`src/rtl/dot_score_pkg.sv`:
```
// Shared types and BCD helpers for the dot scoring block.
package dot_score_pkg;

    typedef enum logic [1:0] {
        IDLE  = 2'd0,
        SCAN  = 2'd1,
        ADD   = 2'd2,
        CLEAR = 2'd3
    } state_t;

    typedef logic [3:0] bcd_digit_t;

    localparam logic [15:0] LEVEL_BONUS_BCD = 16'h0100;

    // Returns {carry_out, digit}; the raw sum is at most 9 + 9 + 1 = 19.
    function automatic logic [4:0] bcd_digit_add(input bcd_digit_t a, input bcd_digit_t b,
                                                 input logic cin);
        logic [4:0] sum;
        sum = {1'b0, a} + {1'b0, b} + {4'b0000, cin};
        if (sum > 5'd9) begin
            return {1'b1, 4'(sum - 5'd10)};
        end
        return {1'b0, sum[3:0]};
    endfunction

endpackage

```
`src/rtl/dot_score_prio_enc.sv`:
```
// Lowest-set-bit encoder: index, valid and a one-hot mask of the selected bit.
module dot_prio_enc #(
    parameter int NUM_DOTS = 32
) (
    input  logic [NUM_DOTS-1:0] req,
    output logic [5:0]          index,
    output logic                valid,
    output logic [NUM_DOTS-1:0] clr_mask
);

    always_comb begin
        index = '0;
        valid = |req;
        // Two's-complement trick isolates the lowest set bit.
        clr_mask = req & (~req + NUM_DOTS'(1));
        for (int i = NUM_DOTS - 1; i >= 0; i--) begin
            if (req[i]) begin
                index = 6'(i);
            end
        end
    end

endmodule

```
`src/rtl/dot_score.sv`:
```
// Queues newly eaten dots and accumulates a saturating BCD score one digit per cycle.
// Optional level bonus pass on level clear: define DOT_SCORE_LEVEL_BONUS_EN.
module dot_score
    import dot_score_pkg::*;
#(
    parameter int                        NUM_DOTS       = 32,
    parameter int                        SCORE_DIGITS   = 4,
    parameter logic [4*SCORE_DIGITS-1:0] DOT_POINTS_BCD = 16'h0010
) (
    input  logic                      Clk,
    input  logic                      Reset_n,
    input  logic [NUM_DOTS-1:0]       eaten,
    input  logic                      clear_ack,
    output logic [4*SCORE_DIGITS-1:0] score_bcd,
    output logic [5:0]                dots_remaining,
    output logic                      busy,
    output logic                      level_clear,
    output logic [1:0]                dbg_state,
    output logic [5:0]                dbg_dot_index
);

    localparam int DW = (SCORE_DIGITS > 1) ? $clog2(SCORE_DIGITS) : 1;

    state_t                state, state_nxt;
    logic [NUM_DOTS-1:0]   prev_eaten, pending, new_bits, clr_mask, scan_clr;
    logic [5:0]            enc_index, free_count;
    logic                  enc_valid, carry, last_digit;
    logic [DW-1:0]         digit_idx;
    bcd_digit_t            addend;
    logic [4:0]            add_res;

`ifdef DOT_SCORE_LEVEL_BONUS_EN
    localparam logic [4*SCORE_DIGITS+15:0] BONUS_EXT = {{(4*SCORE_DIGITS){1'b0}}, LEVEL_BONUS_BCD};
    logic bonus_pass;
`endif

    dot_prio_enc #(.NUM_DOTS(NUM_DOTS)) u_enc (
        .req      (pending),
        .index    (enc_index),
        .valid    (enc_valid),
        .clr_mask (clr_mask)
    );

    assign new_bits      = eaten & ~prev_eaten;
    assign scan_clr      = (state == SCAN) ? clr_mask : '0;
    assign last_digit    = (digit_idx == DW'(SCORE_DIGITS - 1));
    assign busy          = (state != IDLE);
    // level_clear is a held request: it stays high until the game FSM answers
    // with clear_ack; clear_ack seen in any other state is dropped.
    assign level_clear   = (state == CLEAR);
    assign dbg_state     = state;

    always_comb begin
        free_count = '0;
        for (int i = 0; i < NUM_DOTS; i++) begin
            free_count = free_count + {5'b00000, ~eaten[i]};
        end
    end

    always_comb begin
        addend = DOT_POINTS_BCD[4*digit_idx +: 4];
`ifdef DOT_SCORE_LEVEL_BONUS_EN
        if (bonus_pass) begin
            addend = BONUS_EXT[4*digit_idx +: 4];
        end
`endif
        add_res = bcd_digit_add(score_bcd[4*digit_idx +: 4], addend, carry);
    end

    always_ff @(posedge Clk) begin
        if (!Reset_n) begin
            state <= IDLE;
        end else begin
            state <= state_nxt;
        end
    end

    always_comb begin
        state_nxt = state;
        case (state)
            IDLE: begin
                if (|pending) begin
                    state_nxt = SCAN;
                end else if (dots_remaining == 6'd0) begin
`ifdef DOT_SCORE_LEVEL_BONUS_EN
                    state_nxt = ADD;
`else
                    state_nxt = CLEAR;
`endif
                end
            end
            SCAN: state_nxt = ADD;
            ADD: begin
                if (last_digit) begin
`ifdef DOT_SCORE_LEVEL_BONUS_EN
                    state_nxt = bonus_pass ? CLEAR : IDLE;
`else
                    state_nxt = IDLE;
`endif
                end
            end
            CLEAR: begin
                if (clear_ack) begin
                    state_nxt = IDLE;
                end
            end
            default: state_nxt = IDLE;
        endcase
    end

    always_ff @(posedge Clk) begin
        if (!Reset_n) begin
            prev_eaten     <= '0;
            pending        <= '0;
            score_bcd      <= '0;
            dots_remaining <= 6'(NUM_DOTS);
            digit_idx      <= '0;
            carry          <= 1'b0;
            dbg_dot_index  <= '0;
`ifdef DOT_SCORE_LEVEL_BONUS_EN
            bonus_pass     <= 1'b0;
`endif
        end else begin
            prev_eaten <= eaten;
            if (state == CLEAR && clear_ack) begin
                pending        <= '0;
                dots_remaining <= free_count;
            end else begin
                // A new edge on the bit being cleared wins over the clear.
                pending <= (pending & ~scan_clr) | new_bits;
                if (state == SCAN && enc_valid && dots_remaining != 6'd0) begin
                    dots_remaining <= dots_remaining - 6'd1;
                end
            end
            case (state)
`ifdef DOT_SCORE_LEVEL_BONUS_EN
                IDLE: begin
                    if (!(|pending) && dots_remaining == 6'd0) begin
                        bonus_pass <= 1'b1;
                        digit_idx  <= '0;
                        carry      <= 1'b0;
                    end
                end
`endif
                SCAN: begin
                    digit_idx     <= '0;
                    carry         <= 1'b0;
                    dbg_dot_index <= enc_index;
`ifdef DOT_SCORE_LEVEL_BONUS_EN
                    bonus_pass    <= 1'b0;
`endif
                end
                ADD: begin
                    score_bcd[4*digit_idx +: 4] <= add_res[3:0];
                    carry     <= add_res[4];
                    digit_idx <= digit_idx + 1'b1;
                    if (last_digit && add_res[4]) begin
                        score_bcd <= {SCORE_DIGITS{4'h9}};
                    end
`ifdef DOT_SCORE_LEVEL_BONUS_EN
                    if (last_digit) begin
                        bonus_pass <= 1'b0;
                    end
`endif
                end
                default: ;
            endcase
        end
    end

endmodule
```
`config.mk`:
```
export PLATFORM = sky130hd
export DESIGN_NAME = dot_score
export DESIGN_NICKNAME = d
export VERILOG_FILES = /design/src/rtl/dot_score_pkg.sv /design/src/rtl/dot_score_prio_enc.sv /design/src/rtl/dot_score.sv
export SDC_FILE = /design/constraint.sdc
export NUM_CORES = 1
export LEC_CHECK = 0
export ABC_CLOCK_PERIOD_IN_PS = 6850
export BUFFER_PORTS_ARGS = -buffer_cell sky130_fd_sc_hd__buf_2
export CAP_MARGIN = 20
export CORE_ASPECT_RATIO = 0.9
export CORE_MARGIN = 3
export CORE_UTILIZATION = 30
export CTS_BUF_LIST = sky130_fd_sc_hd__clkbuf_8
export DETAILED_ROUTE_END_ITERATION = 10
export PLACE_DENSITY = 0.57
export SKIP_CTS_REPAIR_TIMING = 1
export SLEW_MARGIN = 20
export SYNTH_ARGS = -nofsm -noshare
export SYNTH_HDL_FRONTEND = slang
export SYNTH_SLANG_ARGS = --single-unit
```
`constraint.sdc`:
```
create_clock -name Clk -period 6.85 [get_ports Clk]
set_input_delay 0 -clock Clk [delete_from_list [all_inputs] [get_ports Clk]]
set_output_delay 0 -clock Clk [all_outputs]
set_load 0.1 [all_outputs]
```
# Yosys cells after proc, flatten, opt, wreduce, memory -nomap -nowiden
# Cells that the tools add are included.
[classes] n_addsub=38 mul=0 n_div=0 order_cmp=1 eq_ne=7 shifts=4 muxes=47 n_bitwise=40 n_reduce_logical=13
[op_table] op="5-bit two-way mux" count=34
[op_table] op="6-bit by 1-bit adder with 6-bit output" count=26
[op_table] op="32-bit AND" count=3
[op_table] op="32-bit inverter" count=3
[op_table] op="4-bit negator with 34-bit output" count=1
[op_table] op="4-bit by 34-bit variable shift with 16-bit output, first input constant" count=1
[op_table] op="4-bit by 34-bit variable part select with 16-bit output" count=1
[op_table] op="1-bit inverter" count=33
[op_table] op="32-bit by 1-bit adder with 32-bit output, second input constant" count=1
[op_table] op="32-bit two-way mux" count=1
[op_table] op="32-bit bitwise OR" count=1
[op_table] op="32-bit OR reduction" count=1
[op_table] op="16-bit bitwise mux" count=1
[op_table] op="16-bit two-way mux" count=1
[op_table] op="16-bit by 5-bit variable part select with 4-bit output" count=1
[op_table] op="16-bit by 5-bit variable part select with 4-bit output, first input constant" count=1
[op_table] op="6-bit two-way mux" count=2
[op_table] op="2-bit two-way mux" count=4
[op_table] op="2-bit case mux with 4 select lines" count=1
[op_table] op="5-bit by 1-bit adder with 6-bit output" count=1
[op_table] op="2-bit == test, second input constant" count=3
[op_table] op="6-bit logical NOT" count=1
[op_table] op="2-bit nonzero test" count=3
[op_table] op="6-bit nonzero test" count=1
[op_table] op="other kinds (20)" count=24
[word_totals] reg_bits=97 latchBits=0 ramBits=0 mem_bits_ro=0 output_inout_bits=32 word_cells=158 memories=0

# Depth between registers and ports, before layout
[logic_depth] ltp_word=33 depth_mapped=16 depth_no_buf=16

# By module
# Synthesis repeated with hierarchy kept, for this count alone.
[hier_totals] cells_unflattened=678 area_unflattened_um2=5923.2
[modules_own_cells] module="dot_score" n_inst=1 cells_per_inst=562 area_each_um2=5175.0
[modules_own_cells] module="dot_prio_enc" n_inst=1 cells_per_inst=116 area_each_um2=748.2

# Worst setup path before layout
# No wires, ideal clock.
[synth_timing] kind="in2reg" start="in eaten[0]" end="reg dots_remaining[5]" setup_time_ns=0.122 t_arrival_ns=4.215 slack_ns=2.513 cell_stages=14 path_buffers=0 cell_sequence="inv_1 > fa_1 > fa_1 > fa_1 > fa_1 > fa_1 > fa_1 > ha_1 > a21o_1 > a21oi_1 > nor2b_1 > o211ai_1 > a21oi_1 > o32a_1"
[synth_via] elab_chain_len=33
[synth_lines] item="start, declared" line_no="dot_score.sv:12" rtl="input logic [NUM_DOTS-1:0] eaten,"
[synth_lines] item="1-bit inverter" line_no="dot_score.sv:56" rtl="free_count = free_count + {5'b00000, ~eaten[i]};"
[synth_lines] item="1-bit by 1-bit adder with 2-bit output" line_no="dot_score.sv:56"
[synth_lines] item="2-bit by 1-bit adder with 3-bit output" line_no="dot_score.sv:56"
[synth_lines] item="3-bit by 1-bit adder with 4-bit output" line_no="dot_score.sv:56"
[synth_lines] item="4-bit by 1-bit adder with 5-bit output" line_no="dot_score.sv:56"
[synth_lines] item="5-bit by 1-bit adder with 6-bit output" line_no="dot_score.sv:56"
[synth_lines] item="6-bit by 1-bit adder with 6-bit output (26 in series)" line_no="dot_score.sv:56"
[synth_lines] item="6-bit two-way mux" line_no="dot_score.sv:125" rtl="if (state == CLEAR && clear_ack) begin"
[synth_lines] item="end signal, assigned" line_no="dot_score.sv:116" rtl="dots_remaining <= 6'(NUM_DOTS);"
[synth_lines] item="end signal, assigned" line_no="dot_score.sv:127" rtl="dots_remaining <= free_count;"
[synth_lines] item="end signal, assigned" line_no="dot_score.sv:132" rtl="dots_remaining <= dots_remaining - 6'd1;"
[synth_lines] item="end, declared" line_no="dot_score.sv:15" rtl="output logic [5:0] dots_remaining,"
# Every way passes these cells.
# A chain may end at the register's enable or synchronous reset.

# Worst setup path in the final report
[layout_timing] start="in eaten[5]" end="reg dots_remaining[5]"
[layout_via] elab_chain_len=29
[layout_lines] item="1-bit inverter" line_no="dot_score.sv:56"
[layout_lines] item="5-bit by 1-bit adder with 6-bit output" line_no="dot_score.sv:56"
[layout_lines] item="6-bit by 1-bit adder with 6-bit output (26 in series)" line_no="dot_score.sv:56"
[layout_lines] item="6-bit two-way mux" line_no="dot_score.sv:125"
# Every way passes these cells.

==> metrics.yaml <==
power:
  power_density_nw_per_um2: 367.9
  intPower_uw: 1222
  seqPwrFrac_pct: 31.0
  combPwrFrac_pct: 51.5
  leakage_uw: 0.002553
  p_clk_share_pct: 17.5
  swShare_pct: 45.28
  p_sw_uw: 1011
  ir_drop_v: 0.0002149
sta:
  relSlewSlack_pct: 32.23
  rsz0062_at_grt: "false"
  period_minus_slack_ns: 4.824
  tns_ns: 0
  setup_viol: 0
  slew_viol_final: 0
  fmax_ghz: 0.2073
  fin_skew_ns: 0.01345
  period_share_pct: 70.42
  tightest_slew_ns: 1.015
  hold_violations: 0
final_layout:
  regArea_um2: 1922
  nets: 731
  drive_gt1_share_pct: 14.66
  num-fill-cells: 1660
  multi_input_area_um2: 2806
  fin_cells: 862
  antenna_cells: 0
  syn_to_final_growth_pct: 20.65
run:
  max-cap-violations: 0
route:
  first_iter_violations: 402
  dr.pass1.iters: 5
  detail-route-antenna-nets: 0
  dr_total_vias: 4312
  drc: 0
  wirelength_um: 13960
  wire_per_inst_um: 16.20
  viasPerCell: 5.002
cts:
  clk_path_buf_depth: 2
  cts_tree: "yes"
  cts_root_buf: "clkbuf_8"
  clk_pin_slew_ns: 0.09
  clk_latency_ns: 0.39
  h-tree-depth: 3
  cts-buffers-inserted: 9
  cts.sinks: 96
die:
  start_util_pct: 30.87
  die_area_um2: 18360
  core_area_um2: 16300
  boundaryPins: 67
  rows: 44
  die_w_um: 142.5
  die-height_um: 128.8
setup_path:
  crit_top_cell: "fa_1"
  crit_chain: "dlygate4sd3_1, buf_2, inv_1, fa_1, fa_1, fa_1, fa_1, fa_1, fa_1, ha_1, a21o_1, a21oi_1, nor2b_1, o211ai_1, a21oi_1, o32a_1"
  max_stage_delay_ns: 0.61
  crit_type: "in -> reg"
  critPathBufInv: 3
  required_ns: 7.13
  end_kind: "flip-flop"
  start_kind: "primary input"
  path_max_fanout: 2
  slowest_stage: "fa_1"
  crit_family: "adder cells"
  arrival_ns: 5.10
yosys:
  async_flop_share_pct: 0
  ys.flop_type: "dfxtp_1"
  yosysWarnings: 0
  syn_area_um2: 5030
  synth_edf_count: 0
  synth_nets: 641
  syn_area_per_cell_um2: 8.982
  yosysSeqAreaShare_pct: 38.21
  syn_inst: 560
  yosys_register_bits: 96
  synth_cell_types: 61
grt:
  gr-total-overflow: 0
  grt_pass1_wl_um: 21710
  grt_pass1_vias: 4093
  grt_max_degree: 55
  antenna_found_initial: 0
  gr-usage-all-layers_pct: 15.30
placed_design:
  portBuffers: 65
  gp_congestion: 0.8408
  dp.cells: 814
  dp_hpwl_um: 10540
status:
  status: "completed"
min_path:
  min_path_type: "in -> reg"
## cell usage after synthesis (3+ instances only)
cell | instances | area, µm²
inv_1 | 58 | 217.7
nor2_1 | 76 | 285.3
nand2_1 | 28 | 105.1
o21ai_0 | 23 | 115.1
nor3_1 | 15 | 75.07
ha_1 | 21 | 262.8
buf_2 | 3 | 15.01
clkbuf_1 | 15 | 56.30
nand3_1 | 6 | 30.03
a21o_1 | 3 | 22.52
fa_1 | 25 | 500.5
nor2b_1 | 3 | 18.77
a211oi_1 | 14 | 105.1
and3_1 | 3 | 18.77
or4_1 | 7 | 52.55
o31ai_1 | 9 | 67.56
a32o_1 | 8 | 80.08
nor4_1 | 9 | 56.30
xnor2_1 | 6 | 52.55
or3_1 | 3 | 18.77
nand2b_1 | 23 | 143.9
a2bb2oi_1 | 11 | 96.34
a22oi_1 | 3 | 22.52
dfxtp_1 | 96 | 1922
mux4_2 | 4 | 90.09
xor2_1 | 3 | 26.28
a21oi_1 | 43 | 215.2
## per-stage QoR
stage / instance area (µm²) / total power [µW] / utilization [%] / hold WS, ns / worst slack, ns
final: 6068 / 2233 / 37.24 / 0.05661 / 2.026
after detailed placement: 5545 / 1845 / 34.03 / 0.2724 / 2.148
after floorplan: 5030 / 1608 / - / 0.1484 / 2.513
after global placement: 5543 / 1822 / 34.01 / 0.2641 / 2.282
after global routing: 6068 / 2422 / 37.24 / 0.07061 / 1.763
after CTS: 5748 / 2246 / 35.27 / -0.1470 / 2.464
## cells in the final DEF, fill, tap and decap left out, types with 4 or more instances in the layout
master / instances
nor3_1: 15
a21oi_1: 43
nor2_1: 76
dlygate4sd3_1: 32
nand3_1: 6
dfxtp_1: 96
nand2b_1: 23
mux4_2: 4
fa_1: 25
a2bb2oi_1: 11
nand2_1: 27
ha_1: 21
a211oi_1: 14
buf_2: 65
o31ai_1: 9
a32o_1: 8
o21ai_0: 23
or4_1: 7
inv_1: 59
nor4_1: 9
clkbuf_8: 10
xnor2_1: 6
## area by class of cell
| class | instances | area share, % |
|---|---|---|
| multi-input cells | 385 | 46.25 |
| flip-flops and latches | 96 | 31.67 |
| repair buffers | 98 | 10.76 |
| well taps | 207 | 4.268 |
| inverters | 60 | 3.711 |
| clock buffers | 10 | 2.268 |
| clock inverters | 6 | 1.072 |
## power by group through the flow
stage / Sequential [µW] / Clock (µW) / Combinational [µW]
after global placement: 702 / 0 / 1120
after floorplan: 895 / 0 / 713
after detailed placement: 704 / 0 / 1140
after CTS: 692 / 404 / 1150
after global routing: 703 / 425 / 1290
final: 692 / 392 / 1150
## cells by family after synthesis
group | count (synthesis) | share of synthesized area (%)
compound gates | 139 | 18.68
xor+xnor | 9 | 1.567
fa+ha+maj | 46 | 15.17
buf+inv | 79 | 6.045
flops | 96 | 38.21
mux | 6 | 2.214
other cells | 1 | 0.07456
simple gates | 184 | 18.04
## final timing paths
| check | from | end | slack [ns] | depth (start not counted) |
|---|---|---|---|---|
| setup / recovery | eaten[5] | dots_remaining[5] | 2.03 | 16 |
| hold / removal | Reset_n | dbg_state[0] | 0.06 | 2 |
| setup reg to reg | digit_idx[0] | score_bcd[8] | 2.42 | 13 |
| hold reg to reg | score_bcd[0] | score_bcd[0] | 0.47 | 2 |
## metal layers
metal | global-route usage [%] | part of all wire [%]
met1 | 21.27 | 46
met3 | 3.382 | 4.6
met2 | 23.70 | 48
met4 | 4.975 | 1.4
met5 | 0 | 0
## sequential cells by signal, summed over array words and instances (netlist names)
name / cells
carry: 1
dbg_dot_index: 5
dbg_state: 2
digit_idx: 2
dots_remaining: 6
pending: 32
prev_eaten: 32
score_bcd: 16
Power figures use the tool's default switching activity.
